<file path="config.mk">
export PLATFORM = sky130hd
export DESIGN_NAME = sb_i2c_ctrl
export DESIGN_NICKNAME = d
export VERILOG_FILES = /design/src/rtl/sb_i2c_pkg.sv /design/src/rtl/sb_bus_master.sv /design/src/rtl/sb_i2c_ctrl.sv
export SDC_FILE = /design/constraint.sdc
export NUM_CORES = 1
export LEC_CHECK = 0
export ABC_AREA = 1
export BUFFER_PORTS_ARGS = -buffer_cell sky130_fd_sc_hd__buf_4
export CAP_MARGIN = 30
export CORE_AREA = 2 2 62 87
export DETAILED_ROUTE_END_ITERATION = 16
export DIE_AREA = 0 0 64 89
export GPL_ROUTABILITY_DRIVEN = 0
export PLACE_DENSITY = 0.91
export SLEW_MARGIN = 5
export SYNTH_ARGS = -nofsm -noshare
export SYNTH_HDL_FRONTEND = slang
export SYNTH_SLANG_ARGS = --single-unit
export TNS_END_PERCENT = 30
</file>
<file path="constraint.sdc">
create_clock -name clk -period 3.2 [get_ports clk]
set_input_delay 0.64 -clock clk [delete_from_list [all_inputs] [get_ports clk]]
set_output_delay 0.64 -clock clk [all_outputs]
set_load 0.02 [all_outputs]
</file>
<file path="src/rtl/sb_i2c_pkg.sv">
// Shared constants for the iCE40 hard-I2C sequencer: SB register map,
// status/command bit positions and the sequencer state encoding.
package sb_i2c_pkg;

   localparam logic [3:0] REG_CR1   = 4'h8;
   localparam logic [3:0] REG_CMDR  = 4'h9;
   localparam logic [3:0] REG_BRLSB = 4'hA;
   localparam logic [3:0] REG_BRMSB = 4'hB;
   localparam logic [3:0] REG_SR    = 4'hC;
   localparam logic [3:0] REG_TXDR  = 4'hD;
   localparam logic [3:0] REG_RXDR  = 4'hE;

   localparam int SR_TIP   = 7;
   localparam int SR_BUSY  = 6;
   localparam int SR_RARC  = 5;
   localparam int SR_ARBL  = 3;
   localparam int SR_TRRDY = 2;

   localparam int CMDR_STA = 7;
   localparam int CMDR_STO = 6;
   localparam int CMDR_RD  = 5;
   localparam int CMDR_WR  = 4;
   localparam int CMDR_ACK = 3;

   localparam logic [7:0] CR1_ENABLE = 8'h80;

   typedef enum logic [3:0] {
      INIT_BRL,
      INIT_BRM,
      INIT_CR1,
      IDLE,
      WR_TX,
      WR_CMD,
      POLL_RDY,
      RD_RX,
      STOP_CMD,
      POLL_IDLE,
      RESP
   } state_t;

   function automatic logic [7:0] cmdr_byte(
      input logic sta,
      input logic sto,
      input logic rd,
      input logic wr,
      input logic ack
   );
      logic [7:0] b;
      b = 8'h00;
      b[CMDR_STA] = sta;
      b[CMDR_STO] = sto;
      b[CMDR_RD]  = rd;
      b[CMDR_WR]  = wr;
      b[CMDR_ACK] = ack;
      return b;
   endfunction

endpackage

</file>
<file path="src/rtl/sb_bus_master.sv">
// One SB transaction per request: registered strobe held until ack.
// SB_I2C_CTRL_TIMEOUT_EN adds a 255-cycle ack timeout.
module sb_bus_master
   import sb_i2c_pkg::*;
(
   input  logic       i_clk,
   input  logic       i_reset,
   input  logic       i_req,
   input  logic       i_rw,
   input  logic [7:0] i_adr,
   input  logic [7:0] i_dat_w,
   output logic       o_done,
   output logic       o_timeout,
   output logic [7:0] o_rdata,
   output logic       o_sb_stb,
   output logic       o_sb_rw,
   output logic [7:0] o_sb_adr,
   output logic [7:0] o_sb_dat_w,
   input  logic [7:0] i_sb_dat_r,
   input  logic       i_sb_ack
);

   logic       r_stb;
   logic       r_rw;
   logic [7:0] r_adr;
   logic [7:0] r_dat;
   logic [7:0] r_rdata;
   logic       r_done;
   logic       r_to;

`ifdef SB_I2C_CTRL_TIMEOUT_EN
   logic [7:0] r_cnt;
   always_ff @(posedge i_clk) begin
      if (i_reset || !r_stb) begin
         r_cnt <= 8'd0;
      end else begin
         r_cnt <= r_cnt + 8'd1;
      end
   end
`endif

   // The done cycle blocks a new request, guaranteeing an idle gap.
   always_ff @(posedge i_clk) begin
      if (i_reset) begin
         r_stb   <= 1'b0;
         r_rw    <= 1'b0;
         r_adr   <= 8'h00;
         r_dat   <= 8'h00;
         r_rdata <= 8'h00;
         r_done  <= 1'b0;
         r_to    <= 1'b0;
      end else begin
         r_done <= 1'b0;
         r_to   <= 1'b0;
         if (r_stb) begin
            if (i_sb_ack) begin
               r_stb  <= 1'b0;
               r_done <= 1'b1;
               if (!r_rw) begin
                  r_rdata <= i_sb_dat_r;
               end
            end
`ifdef SB_I2C_CTRL_TIMEOUT_EN
            else if (r_cnt == 8'd254) begin
               r_stb  <= 1'b0;
               r_done <= 1'b1;
               r_to   <= 1'b1;
            end
`endif
         end else if (i_req && !r_done) begin
            r_stb <= 1'b1;
            r_rw  <= i_rw;
            r_adr <= i_adr;
            r_dat <= i_dat_w;
         end
      end
   end

   assign o_done     = r_done;
   assign o_timeout  = r_to;
   assign o_rdata    = r_rdata;
   assign o_sb_stb   = r_stb;
   assign o_sb_rw    = r_rw;
   assign o_sb_adr   = r_adr;
   assign o_sb_dat_w = r_dat;

endmodule

</file>
<file path="src/rtl/sb_i2c_ctrl.sv">
// Byte-level I2C master sequencer driving the iCE40 hard I2C SB port.
// SB_I2C_CTRL_TIMEOUT_EN enables SB ack and status-poll timeouts.
module sb_i2c_ctrl
   import sb_i2c_pkg::*;
#(
   parameter logic [3:0]  BUS_ADDR74 = 4'b0001,
   parameter logic [9:0]  PRESCALE   = 10'd30,
   parameter logic [15:0] POLL_LIMIT = 16'd4095
) (
   input  logic       clk,
   input  logic       reset,
   input  logic       cmd_valid,
   output logic       cmd_ready,
   input  logic       cmd_read,
   input  logic       cmd_start,
   input  logic       cmd_stop,
   input  logic       cmd_nack,
   input  logic [7:0] cmd_data,
   output logic       rsp_valid,
   output logic [7:0] rsp_data,
   output logic       rsp_nack,
   output logic       rsp_error,
   output logic       sb_stb,
   output logic       sb_rw,
   output logic [7:0] sb_adr,
   output logic [7:0] sb_dat_w,
   input  logic [7:0] sb_dat_r,
   input  logic       sb_ack
);

   state_t     r_state;
   state_t     w_next;

   logic       r_read;
   logic       r_start;
   logic       r_stop;
   logic       r_nack;
   logic [7:0] r_data;
   logic [7:0] r_rx;
   logic       r_nk_acc;
   logic       r_err_acc;
   logic [7:0] r_rsp_data;
   logic       r_rsp_nack;
   logic       r_rsp_error;

   logic       w_req;
   logic       w_rw;
   logic [3:0] w_nib;
   logic [7:0] w_wdat;
   logic       w_accept;
   logic       w_set_err;
   logic       w_set_nack;
   logic       w_cap_rx;
   logic       w_done;
   logic       w_to;
   logic [7:0] w_rd;

   sb_bus_master u_bus (
      .i_clk      (clk),
      .i_reset    (reset),
      .i_req      (w_req),
      .i_rw       (w_rw),
      .i_adr      ({BUS_ADDR74, w_nib}),
      .i_dat_w    (w_wdat),
      .o_done     (w_done),
      .o_timeout  (w_to),
      .o_rdata    (w_rd),
      .o_sb_stb   (sb_stb),
      .o_sb_rw    (sb_rw),
      .o_sb_adr   (sb_adr),
      .o_sb_dat_w (sb_dat_w),
      .i_sb_dat_r (sb_dat_r),
      .i_sb_ack   (sb_ack)
   );

`ifdef SB_I2C_CTRL_TIMEOUT_EN
   logic [15:0] r_poll;
   logic        w_init;
   logic        w_poll;

   assign w_init = (r_state == INIT_BRL) || (r_state == INIT_BRM)
                || (r_state == INIT_CR1);
   assign w_poll = (r_state == POLL_RDY) || (r_state == POLL_IDLE);

   // Counts status reads within one poll loop; cleared on any state move.
   always_ff @(posedge clk) begin
      if (reset || (w_next != r_state)) begin
         r_poll <= 16'd0;
      end else if (w_done) begin
         r_poll <= r_poll + 16'd1;
      end
   end
`else
   logic w_unused;
   assign w_unused = w_to ^ (^POLL_LIMIT);
`endif

   always_ff @(posedge clk) begin
      if (reset) begin
         r_state <= INIT_BRL;
      end else begin
         r_state <= w_next;
      end
   end

   always_comb begin
      w_next     = r_state;
      w_req      = 1'b0;
      w_rw       = 1'b0;
      w_nib      = REG_SR;
      w_wdat     = 8'h00;
      w_accept   = 1'b0;
      w_set_err  = 1'b0;
      w_set_nack = 1'b0;
      w_cap_rx   = 1'b0;
      unique case (r_state)
         INIT_BRL: begin
            w_req  = 1'b1;
            w_rw   = 1'b1;
            w_nib  = REG_BRLSB;
            w_wdat = PRESCALE[7:0];
            if (w_done) w_next = INIT_BRM;
         end
         INIT_BRM: begin
            w_req  = 1'b1;
            w_rw   = 1'b1;
            w_nib  = REG_BRMSB;
            w_wdat = {6'b0, PRESCALE[9:8]};
            if (w_done) w_next = INIT_CR1;
         end
         INIT_CR1: begin
            w_req  = 1'b1;
            w_rw   = 1'b1;
            w_nib  = REG_CR1;
            w_wdat = CR1_ENABLE;
            if (w_done) w_next = IDLE;
         end
         IDLE: begin
            if (cmd_valid) begin
               w_accept = 1'b1;
               w_next   = cmd_read ? WR_CMD : WR_TX;
            end
         end
         WR_TX: begin
            w_req  = 1'b1;
            w_rw   = 1'b1;
            w_nib  = REG_TXDR;
            w_wdat = r_data;
            if (w_done) w_next = WR_CMD;
         end
         WR_CMD: begin
            w_req  = 1'b1;
            w_rw   = 1'b1;
            w_nib  = REG_CMDR;
            w_wdat = r_read ? cmdr_byte(r_start, 1'b0, 1'b1, 1'b0, r_nack)
                            : cmdr_byte(r_start, 1'b0, 1'b0, 1'b1, 1'b0);
            if (w_done) w_next = POLL_RDY;
         end
         POLL_RDY: begin
            w_req = 1'b1;
            if (w_done) begin
               if (w_rd[SR_ARBL]) begin
                  w_set_err = 1'b1;
                  w_next    = RESP;
               end else if (w_rd[SR_TRRDY]) begin
                  w_set_nack = !r_read && w_rd[SR_RARC];
                  if (r_read)      w_next = RD_RX;
                  else if (r_stop) w_next = STOP_CMD;
                  else             w_next = RESP;
               end
            end
         end
         RD_RX: begin
            w_req = 1'b1;
            w_nib = REG_RXDR;
            if (w_done) begin
               w_cap_rx = 1'b1;
               w_next   = r_stop ? STOP_CMD : RESP;
            end
         end
         STOP_CMD: begin
            w_req  = 1'b1;
            w_rw   = 1'b1;
            w_nib  = REG_CMDR;
            w_wdat = cmdr_byte(1'b0, 1'b1, 1'b0, 1'b0, 1'b0);
            if (w_done) w_next = POLL_IDLE;
         end
         POLL_IDLE: begin
            w_req = 1'b1;
            if (w_done) begin
               if (w_rd[SR_ARBL]) begin
                  w_set_err = 1'b1;
                  w_next    = RESP;
               end else if (!w_rd[SR_BUSY]) begin
                  w_next = RESP;
               end
            end
         end
         RESP: begin
            w_next = IDLE;
         end
         default: begin
            w_next = INIT_BRL;
         end
      endcase
`ifdef SB_I2C_CTRL_TIMEOUT_EN
      if (w_done && w_to) begin
         w_set_err  = !w_init;
         w_set_nack = 1'b0;
         w_cap_rx   = 1'b0;
         w_next     = w_init ? INIT_BRL : RESP;
      end else if (w_done && w_poll && (w_next == r_state)
                   && (r_poll == POLL_LIMIT - 16'd1)) begin
         w_set_err = 1'b1;
         w_next    = RESP;
      end
`endif
   end

   // Results accumulate per command and publish on entry to RESP.
   always_ff @(posedge clk) begin
      if (reset) begin
         r_read      <= 1'b0;
         r_start     <= 1'b0;
         r_stop      <= 1'b0;
         r_nack      <= 1'b0;
         r_data      <= 8'h00;
         r_rx        <= 8'h00;
         r_nk_acc    <= 1'b0;
         r_err_acc   <= 1'b0;
         r_rsp_data  <= 8'h00;
         r_rsp_nack  <= 1'b0;
         r_rsp_error <= 1'b0;
      end else begin
         if (w_accept) begin
            r_read    <= cmd_read;
            r_start   <= cmd_start;
            r_stop    <= cmd_stop;
            r_nack    <= cmd_nack;
            r_data    <= cmd_data;
            r_rx      <= 8'h00;
            r_nk_acc  <= 1'b0;
            r_err_acc <= 1'b0;
         end
         if (w_set_err)  r_err_acc <= 1'b1;
         if (w_set_nack) r_nk_acc  <= 1'b1;
         if (w_cap_rx)   r_rx      <= w_rd;
         if ((w_next == RESP) && (r_state != RESP)) begin
            r_rsp_data  <= w_cap_rx ? w_rd : r_rx;
            r_rsp_nack  <= r_nk_acc | w_set_nack;
            r_rsp_error <= r_err_acc | w_set_err;
         end
      end
   end

   assign cmd_ready = (r_state == IDLE);
   assign rsp_valid = (r_state == RESP);
   assign rsp_data  = r_rsp_data;
   assign rsp_nack  = r_rsp_nack;
   assign rsp_error = r_rsp_error;

endmodule

</file>
* Word level (Yosys, flattened, before mapping)
Cells that the tools add are included.
** Cells by class
- Muxes and demuxes :: 44
- Equal/unequal tests :: 12
- Reduce and logical (&&, ||, !) cells :: 16
- Bitwise gates (word level) :: 4
** Operators by type and width (number)
- 4-bit 2-to-1 mux :: 15
- 4-bit one-hot mux with 11 select lines :: 1
- 8-bit one-hot mux with 5 select lines :: 1
- 8-bit 2-to-1 mux :: 3
- 1-bit 2-to-1 mux :: 21
- 3-bit one-hot mux with 6 select lines :: 1
- 4-bit by 3-bit equality test with 1-bit output, second input constant :: 4
- 4-bit equality test, second input constant :: 4
- 9-bit OR reduction :: 1
- 4-bit by 2-bit equality test with 1-bit output, second input constant :: 2
- 6-bit 2-to-1 mux :: 1
- 2-bit nonzero test :: 3
- 2-bit OR reduction :: 3
- 6-bit OR reduction :: 1
- 4-bit by 1-bit equality test with 1-bit output, second input constant :: 1
- 4-bit zero test :: 1
- 4-bit inequality test, second input constant :: 1
- 1-bit logical AND :: 3
- 3-bit AND reduction :: 1
- 1-bit zero test :: 2
- 2-bit 2-to-1 mux :: 1
- 1-bit NOT :: 2
- 1-bit bitwise OR :: 2
- 2-bit AND reduction :: 1
** Word-level totals
- Register bits :: 60
- Output and inout port bits :: 30

* Depth between registers and ports, before layout
Gate-level depths: netlist of the first run.
- Depth in word-level cells :: 8
- Gate-level depth with buffers :: 13
- Gate-level depth less buffers :: 11

* Modules after synthesis
A second synthesis of the first run with hierarchy kept.
** Unflattened totals
- Cell total of the unflattened synthesis :: 447
- Area total of the unflattened synthesis :: 2936.6 µm²
** By module, submodules not included
- sb_i2c_ctrl :: sequential area each 720.7 µm², area each 1806.7 µm², cells an instance 278, instances 1
- sb_bus_master :: sequential area each 540.5 µm², area each 1129.8 µm², cells an instance 169, instances 1

* Worst setup path before layout of the first run
No wires, ideal clock.
- Kind :: register to register
- Start point :: register r_state[3]
- End point :: register r_rsp_data[5] (netlist: rsp_data[5])
- Slack :: 1.659 ns
- Cell stages (with the launch flop) :: 13
- Arrival time :: 1.425 ns
- Required time :: 3.084 ns
- Period minus slack after synthesis :: 1.541 ns
- Cells stage by stage :: dfxtp_1 > buf_4 > inv_1 > nand2_2 > nor2_4 > nand2_1 > nand2_1 > a21oi_2 > nand2_2 > buf_6 > nand3_1 > nand2_1 > nor2_2
** Between the ends
- Elaborated cells between the ends (all ways) :: 31
- Those cells by class :: 12 x eq/ne; 17 x mux; 2 x reduce/logical
** RTL lines
- from (decl) :: line sb_i2c_ctrl.sv:31 : state_t r_state;
- from (signal assigned) :: line sb_i2c_ctrl.sv:102 : r_state <= w_next;
- 4-bit by 2-bit equality test with 1-bit output
- via cmd_ready :: line sb_i2c_ctrl.sv:13 : output logic cmd_ready,
- 4-bit one-hot mux with 11 select lines :: line sb_i2c_ctrl.sv:116 : unique case (r_state)
- 4-bit equality test :: line sb_i2c_ctrl.sv:248 : if ((w_next == RESP) && (r_state != RESP)) begin
- 1-bit logical AND :: line sb_i2c_ctrl.sv:248
- to (signal assigned) :: line sb_i2c_ctrl.sv:249 : r_rsp_data <= w_cap_rx ? w_rd : r_rx;
- to (decl) :: line sb_i2c_ctrl.sv:42 : logic [7:0] r_rsp_data;
The timed path passes the listed nets, and every way through them passes these cells.
A chain may end at the register's enable or synchronous reset.

* Worst setup path after layout of the first run
- Start point :: register r_state[3]
- End point :: register r_rx[0]
** Between the ends
- Cells in the longest elaborated chain, start to end :: 3
- Elaborated cells between the ends (all ways) :: 6
- Those cells by class :: 2 x eq/ne; 3 x mux; 1 x reduce/logical
** RTL lines
- 4-bit by 3-bit equality test with 1-bit output or 4-bit by 2-bit equality test with 1-bit output (tied branches) :: line sb_i2c_ctrl.sv:116
- 1-bit 2-to-1 mux :: line sb_i2c_ctrl.sv:116
- 8-bit 2-to-1 mux or 2-bit nonzero test (tied branches)
- to (signal assigned) :: line sb_i2c_ctrl.sv:247 : if (w_cap_rx) r_rx <= w_rd;
- to (decl) :: line sb_i2c_ctrl.sv:39 : logic [7:0] r_rx;
Several ways; a longest one is shown, not always the timed one.

==> results by group, run 1 <==
Status
  • Status: finished clean

Worst setup path
  • Worst setup EP type: flop
  • CP max FO: 24
  • Worst r2r src: r_state[3]
  • Reg2reg path depth: 6
  • Reg2reg setup slack: slightly below 1 ns
  • Critical Path Start Type: flop
  • R2R Path End: r_rx[0]
  • CP arrival: around 2.5 ns
  • CP required: 3.46 ns
  • Critical path class: flop to flop

Finish
  • Fillers: 431
  • Post-Layout Cell Count: 491
  • Fraction of layout cells with a size suffix above 1: 0.2178
  • Layout net count: 446
  • Antenna Cells: 0
  • Synth-to-layout area growth: 19.37%

Pwr
  • Power Density: 472.9 nW/um2
  • Max rail drop VDD: 0.3125 mV
  • Clock power frac: 0.406
  • Combinational Power Share: 0.092
  • Pint: 1153 uW
  • Sw Ratio: 0.2489
  • Sequential Power Share: 0.502
  • NetSw: between 300 and 400 uW
  • P_leak: 0.001428 uW

Detailed routing
  • Initial DRC count: 193
  • DRC Markers: 0
  • Drt via density: 5.257
  • Final ANT Viol Nets: 0
  • Routed WL: 6414 um
  • Vias: between 2000 and 3000
  • Drt pass-1 iters: 5
  • WL/cell: 13.06 um

Die
  • IO Pins: 54
  • Core area: 4842 um2
  • Initial core utilization: 0.5618
  • Die Width: between 60 and 70 um
  • Die area: 5696 um2
  • Std-Cell Rows: 30
  • Die H: 89 um

Yosys
  • Commonest cells in the netlist: 83 x nand2_1, 59 x dfxtp_1, 42 x a21oi_1, 42 x nor2_1, 34 x inv_1
  • Ys Warns: 0
  • Mapped Cells: approximately 380
  • Top post-synthesis cells by area: dfxtp_1 43%, nand2_1 11%, a21oi_1 7.7%
  • Mapped cell area: 2720 um2
  • Sequential fraction of the synthesis area: 0.4342
  • Yosys top cell area share: 0.4342
  • Distinct cells, synth: 34
  • Ys flop type: dfxtp_1
  • Post-synth EDFFs: 0
  • Top-count cell post-synth: nand2_1
  • Leading area contributor after synthesis: dfxtp_1
  • Syn Area/Cell: 7.215 um2
  • Flops & latches, synth: 59
  • Asr flop ratio synth: 0

GRT
  • Grt ovf: 0
  • First-pass GRT wire length: 10560 um
  • Global-route usage over all layers: 0.2411
  • Largest net degree at the start of global routing: 25
  • Initial antenna violation count: 0
  • Vias in the first global route: 2448

STA
  • Max Freq: 448.7 MHz
  • RSZ-0062 raised after global routing: no
  • Slew Limit Fails: 0
  • Worst Tran Pin Value: 0.7493 ns
  • Final TNS setup: 0 ns
  • Setup WS post-layout: 0.9713 ns
  • Final Hold Fails: 0
  • Clock period minus worst slack: 2.229 ns
  • # setup viols final: 0
  • Crit share post-route: 0.6965
  • Max_slew headroom: 0.4993
  • Clock Skews: roughly 0.0075 ns

Placed design
  • Placed Instances: 475
  • Final HPWL DP: 4604 um
  • Port Buffers: 50
  • Post-Place Setup Slack: 1.108 ns

Clocking
  • CTS max path bufs: 2
  • Setup repair bufs after CTS: 0
  • Hold_buf cts: 0
  • Worst-path clk slew: approximately 0.07 ns
  • Clock latency on the worst-skew pair: about 0.33 ns
  • Post-CTS Resized: 0
  • Sink Count: approximately 60
  • CTS Buf Count: 9
  • H-tree depth: 3
  • CTS root buf: clkbuf_8
  • CTS tree: yes

Min path
  • Hold path start: r_data[1]
  • End of the worst hold path: r_data[1]
  • Cells on Worst Hold Path: 2
  • Worst hold path type: flop to flop

Run
  • Max-cap check violation count: 0
## per-layer routing
layer	vias up	part of all wire	global-route usage
met3	24	0.058	0.05668
li1	1300	-	-
met4	0	0.039	0.1621
met5	-	0	0
met2	103	0.52	0.4347
met1	1154	0.38	0.2482
## critical path, cell delays in order, from the launching register on
cell	delay, ns
dfxtp_1	0.60
inv_1	0.22
nand2_2	0.14
nor2_4	0.06
nand2_1	0.56
nand2_1	0.38
nor2_1	0.20
## worst max path at each step
stage	end	start	slack [ns]	cells after the start
after floorplan	rsp_data[5]	r_state[3]	1.66	12
after global placement	r_rx[6]	r_state[3]	1.22	6
after detailed placement	r_rx[1]	r_state[3]	1.11	6
after CTS	r_rx[0]	r_state[3]	1.01	6
after global routing	r_rx[0]	r_state[3]	0.77	6
final	r_rx[0]	r_state[3]	0.97	6
## cells in the final DEF, fill, tap and decap left out, types with 4 or more instances in the layout
| cell | synthesis | final |
|---|---|---|
| a21oi_1 | 42 | 42 |
| o21ai_0 | 31 | 31 |
| nand2_2 | 4 | 4 |
| clkbuf_8 | 0 | 12 |
| dfxtp_1 | 59 | 59 |
| nand3_1 | 24 | 24 |
| inv_1 | 34 | 34 |
| buf_4 | 6 | 52 |
| nor2_1 | 42 | 42 |
| nand2_1 | 83 | 83 |
| inv_2 | 6 | 6 |
## flip-flops by register name (all words and copies together), names as in the netlist, 4 cells and up
| name | cells |
|---|---|
| rsp_data | 8 |
| u_bus.o_sb_dat_w | 8 |
| r_state | 4 |
| r_data | 8 |
| u_bus.o_rdata | 8 |
| r_rx | 8 |
| u_bus.o_sb_adr | 4 |
## final cells by class
| type | instances | area (um2) | share of cell area |
|---|---|---|---|
| Tap cell | 64 | 80.08 | 0.02466 |
| Multi-Input combinational cell | 258 | 1246 | 0.3838 |
| Timing Repair Buffer | 52 | 390.4 | 0.1202 |
| Inverter | 42 | 160.2 | 0.04933 |
| Clock inverter | 4 | 23.77 | 0.007322 |
| Clock buffer | 12 | 165.2 | 0.05087 |
| Sequential cell | 59 | 1181 | 0.3638 |
## per-stage QoR
| stage | power, uW | hold slack (ns) | utilization | cell area (um2) |
|---|---|---|---|---|
| finish | 1536 | 0.4503 | 0.6705 | 3247 |
| global route | 1596 | 0.4725 | 0.6705 | 3247 |
| CTS | 1546 | 0.4533 | 0.6705 | 3247 |
| detailed placement | 927.0 | 0.4434 | 0.6315 | 3058 |
| global placement | 924.1 | 0.4325 | 0.6315 | 3058 |
| floorplan | 870.2 | 0.4245 | - | 2728 |
## logic make-up after synthesis
kind of cell,Yosys count,synth area share
buffers and inverters,62,0.1104
and+or+nand+nor,166,0.2723
AOI/OAI and AO/OA,89,0.1817
DFF,59,0.4342
other,1,0.001379
## power by group through the flow
stage | clock (uW) | combinational [uW] | sequential [uW]
final | 623 | 142 | 771
after global routing | 668 | 156 | 772
after CTS | 633 | 142 | 770
after detailed placement | 0 | 141 | 786
after global placement | 0 | 138 | 786
after floorplan | 0 | 73.5 | 797
No activity file was read; power rests on OpenSTA's default activity.
==> run 2: changes to the inputs <==
ABC_AREA = 0   (was 1)
CORE_AREA = 2 2 65 92   (was 2 2 62 87)
DIE_AREA = 0 0 67 94   (was 0 0 64 89)
PLACE_DENSITY = 0.85   (was 0.91)
clock period = 1.9 ns   (was 3.2 ns; I/O delays follow)
==> run 2 against run 1 <==
Combinational power increased by 71%. First-iteration DRC count is 28% lower. Synthesized area fell by 3.1%. Cell area is 2.7% higher. Utilization is 5.8 points lower. Clock skew up 0.0062 ns. Register-to-register slack got worse by 0.95 ns. Die area is 11% higher. Sequential cell count unchanged. Routed wire length is 1.5% lower.
==> results by group, run 2 <==
Detailed routing
  • DRC Markers: 0
  • Final ANT Viol Nets: 0
  • Drt pass-1 iters: 4
  • WL/cell: around 15 um
  • Vias: ~2400
  • Initial DRC count: 138
  • Drt via density: 5.594
  • Routed WL: 6319 um

Yosys
  • Top-count cell post-synth: dfxtp_1
  • Asr flop ratio synth: 0
  • Post-synth EDFFs: 0
  • Flops & latches, synth: 59
  • Ys flop type: dfxtp_1
  • Ys Warns: 0
  • Leading area contributor after synthesis: dfxtp_1
  • Distinct cells, synth: 50
  • Mapped Cells: just over 300
  • Commonest cells in the netlist: 59 x dfxtp_1, 43 x nand2_1, 39 x a21oi_1, 34 x nor2_1, 19 x mux2i_1
  • Syn Area/Cell: about 8.5 um2
  • Yosys top cell area share: 0.4482
  • Sequential fraction of the synthesis area: 0.4482
  • Top post-synthesis cells by area: dfxtp_1 45%, a21oi_1 7.4%, mux2i_1 7.2%
  • Mapped cell area: 2635 um2

Pwr
  • Max rail drop VDD: around 0.47 mV
  • Power Density: 813.3 nW/um2
  • P_leak: 0.001415 uW

Finish
  • Commonest cells after routing, fill and taps aside: 63 x buf_4, 56 x dfxtp_1, 43 x nand2_1
  • Antenna Cells: 0
  • Layout net count: 385
  • Fillers: around 480
  • Fraction of layout cells with a size suffix above 1: 0.2650
  • Post-Layout Cell Count: 434
  • Synth-to-layout area growth: 26.50%
  • Commonest non-fill, non-tap cell in the layout: buf_4

Min path
  • Hold path start: sb_dat_r[6]
  • End of the worst hold path: u_bus.o_rdata[6]
  • Cells on Worst Hold Path: 3
  • Worst hold path type: input port to flop

Die
  • Initial core utilization: 0.4839
  • Std-Cell Rows: 32
  • Core area: 5445 um2
  • Die Width: 67 um
  • IO Pins: 54
  • Die H: 94 um
  • Die area: 6298 um2

Worst setup path
  • R2R Path End: rsp_data[2]
  • Worst setup EP type: flop
  • Reg2reg setup slack: 0.02 ns
  • CP arrival: 2.13 ns
  • Worst r2r src: u_bus.o_done
  • CP max FO: 11
  • Reg2reg path depth: 6
  • CP required: 2.14 ns
  • Critical path class: flop to flop
  • Critical Path Start Type: flop

Clocking
  • CTS tree: yes
  • CTS Buf Count: 9
  • H-tree depth: 3
  • CTS root buf: clkbuf_8
  • Sink Count: 59
  • CTS max path bufs: 2
  • Clock latency on the worst-skew pair: between 0.3 and 0.4 ns
  • Worst-path clk slew: 0.08 ns
  • Hold_buf cts: 0

STA
  • Crit share post-route: 0.9907
  • Slew Limit Fails: 0
  • Clock period minus worst slack: approximately 1.9 ns
  • Setup WS post-layout: 0.01758 ns
  • # setup viols final: 0
  • Final TNS setup: 0 ns
  • Final Hold Fails: 0
  • Max Freq: 531.2 MHz
  • Clock Skews: between 0.01 and 0.015 ns

Placed design
  • Placed Instances: around 420
  • Final HPWL DP: about 4500 um
  • Port Buffers: 50
  • Post-Place Setup Slack: -0.01685 ns

Status
  • Status: finished clean

GRT
  • Global-route usage over all layers: 0.2198
  • Largest net degree at the start of global routing: 26
  • Initial antenna violation count: 0
  • Vias in the first global route: 2289
  • First-pass GRT wire length: 10430 um
  • Grt ovf: 0

Run
  • Max-cap check violation count: 0
-- run 2: worst max-delay path, cell delays in order, from the launching register on --
cell	delay (ns)
dfxtp_1	0.37
a21bo_1	0.24
a2111oi_2	0.41
a221o_1	0.21
buf_4	0.19
a21oi_1	0.10
a311oi_2	0.28
-- run 2: cell type report --
type	count	area, um2	share of cell area
well taps	68	85.08	0.02553
inverters	6	22.52	0.006757
flip-flops and latches	59	1187	0.3562
clock inverters	7	82.58	0.02477
clock buffers	9	123.9	0.03716
multi-input cells	219	1316	0.3949
repair buffers	66	515.5	0.1547
-- run 2: what timing repair did --
action                                  CTS  global route
hold endpoints to repair                  0             0
endpoints found under the setup margin   11            14
buffers inserted                          0             0
gates resized for setup                   2             9
-- run 2: routing by layer --
metal  track usage  up-vias  share of wire
met3       0.07074       31          0.062
met1        0.2424     1113           0.39
met4        0.1259        0          0.044
met5             0        -              0
li1              -     1187              -
met2        0.3622       97           0.50
-- run 2: cell families after synthesis --
| family | share of synthesized area |
|---|---|
| other | 0.001423 |
| AO/OA/AOI/OAI | 0.2146 |
| multiplexers | 0.07217 |
| XOR/XNOR | 0.003324 |
| buffers and inverters | 0.05982 |
| flip-flops | 0.4482 |
| AND/OR/NAND/NOR | 0.2004 |
-- run 2: stage by stage --
step                utilization  hold slack, ns  cell area (um2)  power, uW
finish                   0.6121          0.2599             3333       2711
global route             0.6121          0.2494             3333       2818
CTS                      0.6078          0.2490             3309       2736
detailed placement       0.5694          0.4452             3100       1558
global placement         0.5694          0.4395             3100       1553
floorplan                     -          0.4332             2643       1459
-- run 2: how the worst max path moves through the flow --
stage,startpoint,end,slack (ns),depth (start not counted)
2_1_floorplan,r_state[1],cmd_ready,0.15,4
3_3_place_gp,u_bus.o_done,rsp_data[2],0.03,5
3_5_place_dp,u_bus.o_done,rsp_data[2],-0.02,5
4_1_cts,r_state[3],rsp_valid,0.03,5
5_1_grt,u_bus.o_done,rsp_data[2],-0.05,6
6_report,u_bus.o_done,rsp_data[2],0.02,6
-- run 2: power by group --
| group | total (uW) | switching, uW | internal [uW] |
|---|---|---|---|
| Combinational | 243 | 135 | 108 |
| Sequential | 1290 | 23.2 | 1260 |
| Clock | 1180 | 555 | 627 |
| Total | 2710 | 713 | 2000 |
==> run 3: changes to the inputs <==
CORE_AREA = 2 2 69 97   (was 2 2 65 92)
DIE_AREA = 0 0 71 99   (was 0 0 67 94)
SYNTH_HIERARCHICAL = 1   (was unset)
==> run 3 against run 2 <==
First-iteration DRC count up 5.1%. Sequential share of layout area down 2.1 points. Total power up 10%. Routed wire length up 12%. Via count up 8.8%. Clock skew down 0.0073 ns. Combinational power up 28%. Non-clock buffer count up 7. Clock power up 9%. Final cell count up 10%. Sequential power up 8%. Critical endpoint is now rsp_error.
==> results by group, run 3 <==
STA
  • Clock period minus worst slack: 1.846 ns
  • Clock Skews: 0.006430 ns
  • # setup viols final: 0
  • Crit share post-route: 0.9716
  • Max Freq: 541.7 MHz
  • Worst Tran Pin Value: 0.5620 ns
  • Setup WS post-layout: 0.05398 ns
  • Max_slew headroom: 0.6213
  • Final TNS setup: 0 ns
  • Slew Limit Fails: 0
  • Final Hold Fails: 0

GRT
  • Initial antenna violation count: 0
  • Global-route usage over all layers: 0.2040
  • Grt ovf: 0
  • Vias in the first global route: 2545
  • First-pass GRT wire length: 11420 um
  • Largest net degree at the start of global routing: 60

Placed design
  • Final HPWL DP: 4994 um
  • Post-Place Setup Slack: 0.001924 ns
  • Port Buffers: 53
  • Placed instance area: 3520 um2

Detailed routing
  • Initial DRC count: 145
  • DRC Markers: 0
  • Vias: between 2000 and 3000
  • Drt via density: 5.525
  • Drt pass-1 iters: 5
  • WL/cell: 14.83 um
  • Routed WL: 7091 um
  • Final ANT Viol Nets: 0

Finish
  • Commonest cells after routing, fill and taps aside: 72 x buf_4, 59 x dfxtp_1, 52 x nand2b_1
  • Synth-to-layout area growth: 26.42%
  • Commonest non-fill, non-tap cell in the layout: buf_4
  • Antenna Cells: 0
  • Layout net count: 425
  • Fraction of layout cells with a size suffix above 1: 0.2783
  • Design area: around 3800 um2

Pwr
  • Sw Ratio: 0.2347
  • Combinational Power Share: 0.104
  • Power Density: 790.6 nW/um2
  • P_leak: between 0.0015 and 0.002 uW
  • Sequential Power Share: 0.465
  • NetSw: 700.9 uW
  • Clock power frac: 0.431
  • Max rail drop VDD: approximately 0.56 mV
  • Pint: around 2300 uW

Min path
  • Worst hold path type: input port to flop
  • Hold path start: cmd_data[1]

Yosys
  • Mapped Cells: about 340
  • Syn Area/Cell: 8.866 um2
  • Mapped cell area: roughly 3000 um2
  • Ys Warns: 6

Die
  • Std-Cell Rows: 34
  • Die H: 99 um
  • IO Pins: 54
  • Core area: just over 6000 um2
  • Die Width: 71 um
  • Initial core utilization: 0.4844
  • Die area: 7029 um2

Worst setup path
  • CP max FO: 10
  • Reg2reg setup slack: about 0.054 ns
  • CP dominant cell by count: a21oi_1
  • Critical path class: flop to flop
  • Critical Path Start Type: flop
  • Worst r2r src: u_bus/o_rdata[3]
  • CP arrival: 2.06 ns
  • Worst path slowest cell: a311o_2
  • Max incr delay on CP: 0.48 ns
  • Critical-path cell list: nor4bb_2 -> a21oi_1 -> a311o_2 -> a21oi_1 -> a311oi_2
  • CP delay by family, top: compound AO/OA/AOI/OAI gates
  • Setup crit end: rsp_error
  • R2R Path End: rsp_error
  • Worst path buffer plus inverter count: 0
  • Cell count along the critical path: 5
  • Worst setup EP type: flop
  • Reg2reg path depth: 5
  • CP required: 2.12 ns
  • Worst setup path startpoint: u_bus/o_rdata[3]

Clocking
  • CTS max path bufs: 2
  • Clock latency on the worst-skew pair: 0.34 ns
  • Sink Count: 63
  • CTS tree: yes
  • H-tree depth: 3
  • CTS Buf Count: 9
  • CTS root buf: clkbuf_8
  • Worst-path clk slew: 0.07 ns

Run
  • Max-cap check violation count: 0

Status
  • Status: finished clean
## run 3: worst min path at each step
stage | end | depth (start not counted)
6_report | r_data[1] | 3
5_1_grt | u_bus/o_done | 3
4_1_cts | r_data[1] | 3
3_5_place_dp | r_data[4] | 2
3_3_place_gp | r_err_acc | 2
2_1_floorplan | r_data[0] | 2
## run 3: final cells by class
type | instances | area (um2)
fillers | 503 | 2391
multi-input cells | 244 | 1607
flip-flops and latches | 63 | 1266
repair buffers | 73 | 551.8
clock buffers | 10 | 137.6
well taps | 72 | 90.09
clock inverters | 6 | 83.83
inverters | 10 | 41.29
## run 3: repair_timing
action                                 in CTS  in global routing
hold buffers                                0                  0
endpoints found under the hold margin       0                  0
setup endpoints to repair                   4                 23
cloned                                      0                  0
buffers inserted                            0                  0
pin swaps                                   0                  1
resized for setup                           4                  8
## run 3: power by group through the flow
stage	clock network (uW)	registers (uW)	logic, uW
6_report	1290	1390	310
4_1_cts	1300	1390	307
5_1_grt	1360	1390	334
2_1_floorplan	0	1450	164
3_3_place_gp	0	1420	300
3_5_place_dp	0	1420	306
## run 3: per-stage QoR
step                power (uW)  std cells  hold WS (ns)  utilization
floorplan                 1611        340        0.4315            -
global placement          1716        462        0.4439       0.5706
detailed placement        1724        462        0.4481       0.5706
CTS                       2992        478        0.2790       0.6079
global route              3092        478        0.2698       0.6124
finish                    2986        478        0.2784       0.6124
## run 3: metal layers
layer	global-route usage	wire [um]	vias to the layer above
met1	0.2310	2942	1243
met5	0	0	-
met4	0.1103	212	0
li1	-	-	1275
met3	0.05317	373	22
met2	0.3458	3563	101
## run 3: tightest hold or removal path: stages
cell and delay [ns]:
buf_4 0.11, nand2_1 0.04, a21oi_1 0.05
